[src/rtl/wb_pkg.sv]
// Shared definitions for the writeback unit: load funct3 encodings, FSM state
// type and default widths.
package wb_pkg;

    localparam int unsigned ADDR_WIDTH_DEF = 5;
    localparam int unsigned DATA_WIDTH_DEF = 64;

    // Load size/sign encodings carried in funct3.
    localparam logic [2:0] F3_LB  = 3'b000;
    localparam logic [2:0] F3_LH  = 3'b001;
    localparam logic [2:0] F3_LW  = 3'b010;
    localparam logic [2:0] F3_LD  = 3'b011;
    localparam logic [2:0] F3_LBU = 3'b100;
    localparam logic [2:0] F3_LHU = 3'b101;
    localparam logic [2:0] F3_LWU = 3'b110;

    typedef enum logic [0:0] {
        IDLE      = 1'b0,
        WAIT_LOAD = 1'b1
    } wb_state_t;

endpackage

[src/rtl/wb_unit_if.sv]
// Execute / memory-response / decode / register-file signals of the writeback
// unit. Optional bypass signals exist only when WB_BYPASS_EN is defined.
interface wb_unit_if #(
    parameter int unsigned ADDR_WIDTH = 5,
    parameter int unsigned DATA_WIDTH = 64
);
    logic                  ex_valid;
    logic                  ex_ready;
    logic [ADDR_WIDTH-1:0] ex_rd;
    logic                  ex_wen;
    logic                  ex_is_load;
    logic [2:0]            ex_funct3;
    logic [2:0]            ex_addr_lo;
    logic [DATA_WIDTH-1:0] ex_result;
    logic                  mem_rvalid;
    logic [63:0]           mem_rdata;
    logic [ADDR_WIDTH-1:0] id_rs1;
    logic [ADDR_WIDTH-1:0] id_rs2;
    logic                  id_hazard;
    logic                  rf_wen;
    logic [ADDR_WIDTH-1:0] rf_rd;
    logic [DATA_WIDTH-1:0] rf_data;
`ifdef WB_BYPASS_EN
    logic [DATA_WIDTH-1:0] id_fwd1;
    logic [DATA_WIDTH-1:0] id_fwd2;
    logic                  id_fwd1_sel;
    logic                  id_fwd2_sel;

    modport master (
        output ex_valid, ex_rd, ex_wen, ex_is_load, ex_funct3, ex_addr_lo, ex_result,
        output mem_rvalid, mem_rdata, id_rs1, id_rs2,
        input  ex_ready, id_hazard, rf_wen, rf_rd, rf_data,
        input  id_fwd1, id_fwd2, id_fwd1_sel, id_fwd2_sel
    );
    modport slave (
        input  ex_valid, ex_rd, ex_wen, ex_is_load, ex_funct3, ex_addr_lo, ex_result,
        input  mem_rvalid, mem_rdata, id_rs1, id_rs2,
        output ex_ready, id_hazard, rf_wen, rf_rd, rf_data,
        output id_fwd1, id_fwd2, id_fwd1_sel, id_fwd2_sel
    );
`else
    modport master (
        output ex_valid, ex_rd, ex_wen, ex_is_load, ex_funct3, ex_addr_lo, ex_result,
        output mem_rvalid, mem_rdata, id_rs1, id_rs2,
        input  ex_ready, id_hazard, rf_wen, rf_rd, rf_data
    );
    modport slave (
        input  ex_valid, ex_rd, ex_wen, ex_is_load, ex_funct3, ex_addr_lo, ex_result,
        input  mem_rvalid, mem_rdata, id_rs1, id_rs2,
        output ex_ready, id_hazard, rf_wen, rf_rd, rf_data
    );
`endif
endinterface

[src/rtl/load_extend.sv]
// Combinational load data alignment and size/sign extension. Shared with the
// future store/AMO paths.
module load_extend
    import wb_pkg::*;
(
    input  logic [63:0] rdata,
    input  logic [2:0]  addr_lo,
    input  logic [2:0]  funct3,
    output logic [63:0] ext
);

    logic [63:0] shifted;

    // Bring the addressed byte to bit 0, then extend by access size/sign.
    always_comb begin
        shifted = rdata >> {addr_lo, 3'b000};
        case (funct3)
            F3_LB:   ext = {{56{shifted[7]}},  shifted[7:0]};
            F3_LH:   ext = {{48{shifted[15]}}, shifted[15:0]};
            F3_LW:   ext = {{32{shifted[31]}}, shifted[31:0]};
            F3_LBU:  ext = {56'b0, shifted[7:0]};
            F3_LHU:  ext = {48'b0, shifted[15:0]};
            F3_LWU:  ext = {32'b0, shifted[31:0]};
            default: ext = shifted; // LD and the unused 3'b111 encoding
        endcase
    end

endmodule

[src/rtl/wb_unit.sv]
// Writeback stage feeding the integer register file. Accepts ALU results and
// loads from execute, waits for the load response, extends it, and drives the
// register-file write port. A busy bit per register flags pending load writes
// to decode. Optional macro: WB_BYPASS_EN adds forwarding of the uncommitted
// register-file write to decode.
module wb_unit
    import wb_pkg::*;
#(
    parameter int unsigned ADDR_WIDTH = ADDR_WIDTH_DEF,
    parameter int unsigned DATA_WIDTH = DATA_WIDTH_DEF
) (
    input logic     clk,
    input logic     rst_n,
    wb_unit_if.slave bus
);

    localparam int unsigned NREG = 1 << ADDR_WIDTH;

    wb_state_t             state_q;
    logic [NREG-1:0]       busy_q;
    logic [ADDR_WIDTH-1:0] ld_rd_q;
    logic                  ld_wen_q;
    logic [2:0]            ld_funct3_q;
    logic [2:0]            ld_addr_lo_q;
    logic                  rf_wen_q;
    logic [ADDR_WIDTH-1:0] rf_rd_q;
    logic [DATA_WIDTH-1:0] rf_data_q;
    logic [63:0]           ld_ext;

    load_extend u_load_extend (
        .rdata   (bus.mem_rdata),
        .addr_lo (ld_addr_lo_q),
        .funct3  (ld_funct3_q),
        .ext     (ld_ext)
    );

    // FSM, busy scoreboard and registered register-file write port.
    always_ff @(posedge clk or negedge rst_n) begin
        if (!rst_n) begin
            state_q      <= IDLE;
            busy_q       <= '0;
            ld_rd_q      <= '0;
            ld_wen_q     <= 1'b0;
            ld_funct3_q  <= 3'b000;
            ld_addr_lo_q <= 3'b000;
            rf_wen_q     <= 1'b0;
            rf_rd_q      <= '0;
            rf_data_q    <= '0;
        end else begin
            rf_wen_q <= 1'b0;
            case (state_q)
                IDLE: begin
                    if (bus.ex_valid) begin
                        if (bus.ex_is_load) begin
                            ld_rd_q      <= bus.ex_rd;
                            ld_wen_q     <= bus.ex_wen;
                            ld_funct3_q  <= bus.ex_funct3;
                            ld_addr_lo_q <= bus.ex_addr_lo;
                            if (bus.ex_wen && bus.ex_rd != '0) begin
                                busy_q[bus.ex_rd] <= 1'b1;
                            end
                            state_q <= WAIT_LOAD;
                        end else begin
                            rf_wen_q  <= bus.ex_wen && (bus.ex_rd != '0);
                            rf_rd_q   <= bus.ex_rd;
                            rf_data_q <= bus.ex_result;
                        end
                    end
                end
                WAIT_LOAD: begin
                    if (bus.mem_rvalid) begin
                        rf_wen_q        <= ld_wen_q && (ld_rd_q != '0);
                        rf_rd_q         <= ld_rd_q;
                        rf_data_q       <= DATA_WIDTH'(ld_ext);
                        busy_q[ld_rd_q] <= 1'b0;
                        state_q         <= IDLE;
                    end
                end
                default: state_q <= IDLE;
            endcase
        end
    end

    assign bus.ex_ready = (state_q == IDLE);
    assign bus.rf_wen   = rf_wen_q;
    assign bus.rf_rd    = rf_rd_q;
    assign bus.rf_data  = rf_data_q;

`ifdef WB_BYPASS_EN
    // Forward the uncommitted write; hazard then only covers pending loads.
    always_comb begin
        bus.id_fwd1_sel = rf_wen_q && (rf_rd_q == bus.id_rs1) && (bus.id_rs1 != '0);
        bus.id_fwd2_sel = rf_wen_q && (rf_rd_q == bus.id_rs2) && (bus.id_rs2 != '0);
        bus.id_fwd1     = rf_data_q;
        bus.id_fwd2     = rf_data_q;
        bus.id_hazard   = ((bus.id_rs1 != '0) && busy_q[bus.id_rs1]) ||
                          ((bus.id_rs2 != '0) && busy_q[bus.id_rs2]);
    end
`else
    // Operand is stale if a load is pending or a write has not committed yet.
    always_comb begin
        bus.id_hazard =
            ((bus.id_rs1 != '0) && (busy_q[bus.id_rs1] || (rf_wen_q && rf_rd_q == bus.id_rs1))) ||
            ((bus.id_rs2 != '0) && (busy_q[bus.id_rs2] || (rf_wen_q && rf_rd_q == bus.id_rs2)));
    end
`endif

`ifndef SYNTHESIS
    // A response while idle has no owner and is dropped; note it in simulation.
    always_ff @(posedge clk) begin
        if (rst_n && state_q == IDLE && bus.mem_rvalid) begin
            $warning("wb_unit: mem_rvalid while idle, dropped");
        end
    end
`endif

endmodule
[src/flat_wrapper.sv]
// flat-port wrapper written by rule: the top's interface ports become plain ports
module wb_unit_flat import wb_pkg::*;
#(
    parameter int unsigned ADDR_WIDTH = ADDR_WIDTH_DEF,
    parameter int unsigned DATA_WIDTH = DATA_WIDTH_DEF
)
  (clk, rst_n, bus_ex_valid, bus_ex_rd, bus_ex_wen, bus_ex_is_load, bus_ex_funct3, bus_ex_addr_lo, bus_ex_result, bus_mem_rvalid, bus_mem_rdata, bus_id_rs1, bus_id_rs2, bus_ex_ready, bus_id_hazard, bus_rf_wen, bus_rf_rd, bus_rf_data);
  wb_unit_if #(.ADDR_WIDTH(ADDR_WIDTH), .DATA_WIDTH(DATA_WIDTH)) bus_i ();
  input logic clk;
  input logic rst_n;
  input wire logic [$bits(bus_i.ex_valid)-1:0] bus_ex_valid;
  input wire logic [$bits(bus_i.ex_rd)-1:0] bus_ex_rd;
  input wire logic [$bits(bus_i.ex_wen)-1:0] bus_ex_wen;
  input wire logic [$bits(bus_i.ex_is_load)-1:0] bus_ex_is_load;
  input wire logic [$bits(bus_i.ex_funct3)-1:0] bus_ex_funct3;
  input wire logic [$bits(bus_i.ex_addr_lo)-1:0] bus_ex_addr_lo;
  input wire logic [$bits(bus_i.ex_result)-1:0] bus_ex_result;
  input wire logic [$bits(bus_i.mem_rvalid)-1:0] bus_mem_rvalid;
  input wire logic [$bits(bus_i.mem_rdata)-1:0] bus_mem_rdata;
  input wire logic [$bits(bus_i.id_rs1)-1:0] bus_id_rs1;
  input wire logic [$bits(bus_i.id_rs2)-1:0] bus_id_rs2;
  output wire logic [$bits(bus_i.ex_ready)-1:0] bus_ex_ready;
  output wire logic [$bits(bus_i.id_hazard)-1:0] bus_id_hazard;
  output wire logic [$bits(bus_i.rf_wen)-1:0] bus_rf_wen;
  output wire logic [$bits(bus_i.rf_rd)-1:0] bus_rf_rd;
  output wire logic [$bits(bus_i.rf_data)-1:0] bus_rf_data;
  assign bus_i.ex_valid = bus_ex_valid;
  assign bus_i.ex_rd = bus_ex_rd;
  assign bus_i.ex_wen = bus_ex_wen;
  assign bus_i.ex_is_load = bus_ex_is_load;
  assign bus_i.ex_funct3 = bus_ex_funct3;
  assign bus_i.ex_addr_lo = bus_ex_addr_lo;
  assign bus_i.ex_result = bus_ex_result;
  assign bus_i.mem_rvalid = bus_mem_rvalid;
  assign bus_i.mem_rdata = bus_mem_rdata;
  assign bus_i.id_rs1 = bus_id_rs1;
  assign bus_i.id_rs2 = bus_id_rs2;
  assign bus_ex_ready = bus_i.ex_ready;
  assign bus_id_hazard = bus_i.id_hazard;
  assign bus_rf_wen = bus_i.rf_wen;
  assign bus_rf_rd = bus_i.rf_rd;
  assign bus_rf_data = bus_i.rf_data;
  wb_unit #(.ADDR_WIDTH(ADDR_WIDTH), .DATA_WIDTH(DATA_WIDTH)) u_core (.clk(clk), .rst_n(rst_n), .bus(bus_i));
endmodule
[config.mk]
export PLATFORM = sky130hd
export DESIGN_NAME = wb_unit_flat
export DESIGN_NICKNAME = d
export VERILOG_FILES = /design/src/rtl/wb_pkg.sv /design/src/rtl/wb_unit_if.sv /design/src/rtl/load_extend.sv /design/src/rtl/wb_unit.sv /design/src/flat_wrapper.sv
export SDC_FILE = /design/constraint.sdc
export NUM_CORES = 1
export LEC_CHECK = 0
export BUFFER_PORTS_ARGS = -buffer_cell sky130_fd_sc_hd__buf_4
export CAP_MARGIN = 10
export CORE_MARGIN = 2
export CORE_UTILIZATION = 46
export DETAILED_ROUTE_END_ITERATION = 7
export HOLD_SLACK_MARGIN = 0.03
export PLACE_DENSITY = 0.7
export REMOVE_ABC_BUFFERS = 1
export SYNTH_ARGS = -nofsm -noshare
export SYNTH_HDL_FRONTEND = slang
export SYNTH_HIERARCHICAL = 1
export SYNTH_SLANG_ARGS = --single-unit
[constraint.sdc]
create_clock -name clk -period 3.2 [get_ports clk]
set_input_delay 0.48 -clock clk [delete_from_list [all_inputs] [get_ports clk]]
set_output_delay 0.48 -clock clk [all_outputs]
set_load 0.02 [all_outputs]
* Yosys cells after proc, flatten, opt, wreduce, memory -nomap -nowiden
Cells that the tools add are included.
** Operators by class
- Bitwise logic cells :: 4
- Reductions and logical operators :: 19
- Mux-type cells :: 30
- Shift operators :: 1
- Order comparisons :: 6
- Equal/unequal tests :: 12
** Operators with widths (count)
- $pmux W64 S6 :: 1
- $mux W64 :: 3
- $mux W32 :: 4
- $pmux W64 S2 :: 1
- $pmux W32 S2 :: 1
- $shr A64 B6 Y64 :: 1
- $and A32 B32 Y32 :: 1
- $not A32 Y32 :: 1
- $or A32 B32 Y32 :: 1
- $lt A5 B6 Y1 const B :: 4
- $reduce_bool A5 Y1 :: 4
- $mux W5 :: 3
- $bmux W1 S5 :: 2
- $demux W1 S5 :: 2
- $eq A5 B5 Y1 :: 2
- $ge A5 B1 Y1 const B :: 2
- $mux W1 :: 10
- $pmux W5 S2 :: 1
- $eq A3 B3 Y1 const B :: 3
- $logic_and A1 B1 Y1 :: 8
- $ne A2 B2 Y1 const B :: 4
- $reduce_and A3 Y1 :: 2
- $pmux W1 S2 :: 2
- $reduce_and A4 Y1 :: 1
- other kinds (6) :: 8
** Word-level totals
- Register bits :: 115

* Depth between registers and ports, before layout
- Depth after elaboration :: 9
- Depth in mapped cells :: 9
- Depth with buffers taken out :: 6

* Modules after synthesis
Netlist, hierarchy kept.
** By module, submodules not included
- wb_unit :: cells an instance 578, times used 1, area each 5829.3 um^2
- load_extend :: cells an instance 293, times used 1, area each 2338.5 um^2

* Least setup slack after synthesis
Ideal clock, no wire load.
- Path kind :: input to output
- From :: input port bus_id_rs2[2]
- To :: output port bus_id_hazard
- Stages :: 5
- Arrival :: 2.039 ns
- Path slack :: 0.681 ns
- Path through :: buf_2 -> mux4_2 -> mux2_2 -> a2111oi_0 -> o32ai_1
** Between the ends
- Cells in the longest elaborated chain, start to end :: 5
- Elaborated cells between the ends (all ways) :: 8
** RTL lines
- start: declaration :: line flat_wrapper.sv:21 : input wire logic [$bits(bus_i.id_rs2)-1:0] bus_id_rs2;
- $bmux W1 S5 or $eq A5 B5 Y1 (tied branches) :: line wb_unit.sv:104 : ((bus.id_rs2 != '0) && (busy_q[bus.id_rs2] || (rf_wen_q && rf_rd_q == bus.id_rs2)));
- $mux W1 (not written as such) or $logic_and A1 B1 Y1 (tied branches) :: line wb_unit.sv:104
- $logic_or A1 B1 Y1 :: line wb_unit.sv:104
- $logic_and A1 B1 Y1 (*) :: line wb_unit.sv:104
- $logic_or A1 B1 Y1 (*) :: line wb_unit.sv:103 : ((bus.id_rs1 != '0) && (busy_q[bus.id_rs1] || (rf_wen_q && rf_rd_q == bus.id_rs1))) ||
- end: declaration :: line flat_wrapper.sv:23 : output wire logic [$bits(bus_i.id_hazard)-1:0] bus_id_hazard;
Mark *: on every way between the ends. The rest lies on a longest branch, timed or not. The select of a mux whose other input is x is not followed.

* Final worst setup path
- From :: register u_core.busy_q[1]
- To :: output port bus_id_hazard
** Between the ends
- Cells in the longest elaborated chain, start to end :: 5
- Elaborated cells between the ends (all ways) :: 9
** RTL lines
- start: declaration :: line wb_unit.sv:20 : logic [NREG-1:0] busy_q;
- start signal: assignment :: line wb_unit.sv:41 : busy_q <= '0;
- start signal: indexed assignment :: line wb_unit.sv:60 : busy_q[bus.ex_rd] <= 1'b1;
- start signal: indexed assignment :: line wb_unit.sv:75 : busy_q[ld_rd_q] <= 1'b0;
- $bmux W1 S5, on equally long branches :: line wb_unit.sv:103, wb_unit.sv:104
- $mux W1, on equally long branches :: line wb_unit.sv:103, wb_unit.sv:104
- $logic_or A1 B1 Y1, on equally long branches :: line wb_unit.sv:103, wb_unit.sv:104
- $logic_and A1 B1 Y1, on equally long branches :: line wb_unit.sv:103, wb_unit.sv:104
- $logic_or A1 B1 Y1 (*) :: line wb_unit.sv:103
Marks and branches as above.

==> metrics.yaml <==
status: "finished clean"
cts.htree.levels: 4
root_buffer: "clkbuf_16"
r2r-start: "u_core/ld_addr_lo_q[1]"
cap_violations: 0
total_power_w: 0.006927
fmax_mhz: 340.6
grt_max_degree: 101
setup_violations: 0
ctsResizeCount: 0
cp.arrival_ns: 2.46
p_comb_share_pct: 39.6
slew_headroom_pct: 42.97
ys_top_cells_by_area: "dfrtp_1 (35%), mux2i_1 (13%), mux4_2 (12%)"
hp-class: "input port to async pin"
post-route-drc-count: 0
tightest_slew_ns: 0.8555
synth_common_cells: "nand2_1 (172), o21ai_0 (134), dfrtp_1 (115)"
die_area_mm2: 0.01884
synth_area_per_cell_um2: 9.378
cpMaxStageDelayCell: "mux4_1"
cts_hold_buf: 0
cts_buffers: 17
ys_ff_latch: 115
hpwlAfterDp_um: 19900
dominantRegCellSynth: "dfrtp_1"
hold_viol: 0
start_util_pct: 47.06
regArea_mm2: 0.002887
die_w_um: 137.3
power_leakage_nw: 4.915
fp.dieH_um: 137.3
drv_slew: 0
end_kind: "output pin"
gp_congestion: 0.9139
cts_tree: "built"
syn-instance-count: 871
row_count: 48
grt_usage_pct: 29.47
synth_top_area_cell: "dfrtp_1"
grt_pass1_wl_um: 42400
synthArstFlopShare_pct: 100.0
path_buf_inv: 1
timing.hold.ws_ns: 0.08731
antenna_found_initial: 2
wire_per_inst_um: 20.61
finalCritPeriodShare_pct: 91.76
rsz0062_at_grt: "false"
multi_input_area_mm2: 0.004881
switching_share_pct: 37.52
sequentialPowerShare_pct: 31.4
finClkSkew_ns: 0.01034
p_clk_share_pct: 29.0
reg2reg_setup_slack_ns: 0.61
worstPathRequired_ns: 2.72
pin_count: 227
drive_gt1_share_pct: 32.18
firstDrtPassIters: 5
post_cts_buffers: 0
syn_area_mm2: 0.008168
p_int_w: 0.004328
switchingPower_w: 0.002599
clk_pin_slew_ns: 0.06
ys_seq_area_share_pct: 35.23
io_buffers: 226
powerDensity_mw_per_mm2: 654.0
yosys.area.top_type_share_pct: 35.23
core_area_mm2: 0.01736
grt_pass1_vias: 7731
grt-ovfl-total: 0
antenna_left: 0
drt_iter0_drc: 752
path_class: "register to output pin"
clk_latency_ns: 0.42
crit_family: "multiplexers"
cts_sinks: 115
path_cells: "mux4_1, mux4_2, a311oi_2, o32ai_1, buf_4"
area_growth_pct: 29.67
via_per_inst: 5.955
vias: 7735
clockBufferDepth: 2
path_max_fanout: 3
yosys.cell_types.count: 55
routed_wirelength_um: 26770
final_core_util_pct: 61.02
rr_worst_depth: 6
min_period_ns: 2.936
ir_worst_vdd_uv: 419.0
cpPeakStageDelay_ns: 0.55
fillers: 1543
final_nets: 1214
synth_edf_count: 0
r2r_end: "u_core/bus.rf_data[54]"
yosysMostFrequentCell: "nand2_1"
critPathLaunchType: "register"
synth_warnings: 6
flip-flops by register name, indices dropped and copies added (netlist names):
register,cells
u_core/bus.rf_wen,1
u_core/state_q,1
u_core/bus.rf_rd,5
u_core/ld_addr_lo_q,3
u_core/busy_q,32
u_core/bus.rf_data,64
u_core/ld_wen_q,1
u_core/ld_rd_q,5
u_core/ld_funct3_q,3
layout by cell type (no fill, tap or decap), drive strengths merged, types with 7 or more instances in the layout:
master / n
a21oi: 11
and3: 9
buf: 248
clkbuf: 18
dfrtp: 115
inv: 12
mux2: 7
mux2i: 105
mux4: 49
nand2: 172
nand3: 28
nand4: 32
nor2: 27
nor2b: 14
o21ai: 134
o2bb2ai: 8
xor2: 8
area by class of cell:
cell class	instances	area share, %
Clock inverter	14	1.677
Timing Repair Buffer	248	17.81
Antenna cell	2	0.04725
Sequential cell	115	27.25
Clock buffer	18	4.146
Inverter	9	0.3190
Multi-Input combinational cell	668	46.08
Tap cell	225	2.658
worst max path at each step:
stage / from / end / slack [ns] / cells past startpoint
floorplan: u_core/state_q / u_core/bus.rf_data[0] / -4.53 / 3
global placement: bus_id_rs1[0] / bus_id_hazard / 0.49 / 6
global route: u_core/busy_q[7] / bus_id_hazard / 0.17 / 5
CTS: u_core/busy_q[1] / bus_id_hazard / 0.29 / 5
finish: u_core/busy_q[1] / bus_id_hazard / 0.26 / 5
detailed placement: bus_id_rs1[0] / bus_id_hazard / 0.44 / 6
stage by stage:
step | setup slack, ns | TNS (ns) | cells | area [um^2]
after floorplan | -4.533 | -336.62 | 792 | 7781
after global placement | 0.4896 | 0 | 1265 | 9970
after detailed placement | 0.4424 | 0 | 1265 | 9970
after CTS | 0.2881 | 0 | 1297 | 10590
after global routing | 0.1669 | 0 | 1299 | 10590
final | 0.2637 | 0 | 1299 | 10590
logic make-up (layout without fill, tap and decap cells):
kind of cell | count (synthesis) | after routing | synth area share, %
multiplexers | 161 | 161 | 27.57
other | 0 | 2 | 0
XOR/XNOR | 10 | 10 | 1.072
flip-flops | 115 | 115 | 35.23
buffers and inverters | 88 | 289 | 5.147
AO/OA/AOI/OAI | 182 | 182 | 12.67
AND/OR/NAND/NOR | 315 | 315 | 18.31
metal layers:
| layer | share of wire (%) | global-route usage (%) | vias up |
|---|---|---|---|
| met1 | 40 | 37.38 | 3740 |
| met4 | 2.2 | 9.737 | 0 |
| met3 | 9.9 | 10.04 | 41 |
| met5 | 0 | 0 | - |
| met2 | 48 | 47.40 | 382 |
| li1 | - | - | 3572 |
power groups by stage:
stage	registers, W	logic, W	clock network, W
finish	0.00217	0.00275	0.00201
detailed placement	0.00219	0.00274	0
CTS	0.00217	0.00275	0.00203
global route	0.00222	0.00299	0.00211
floorplan	0.00252	0.00129	0
global placement	0.00218	0.00270	0
Power figures use the tool's default switching activity.
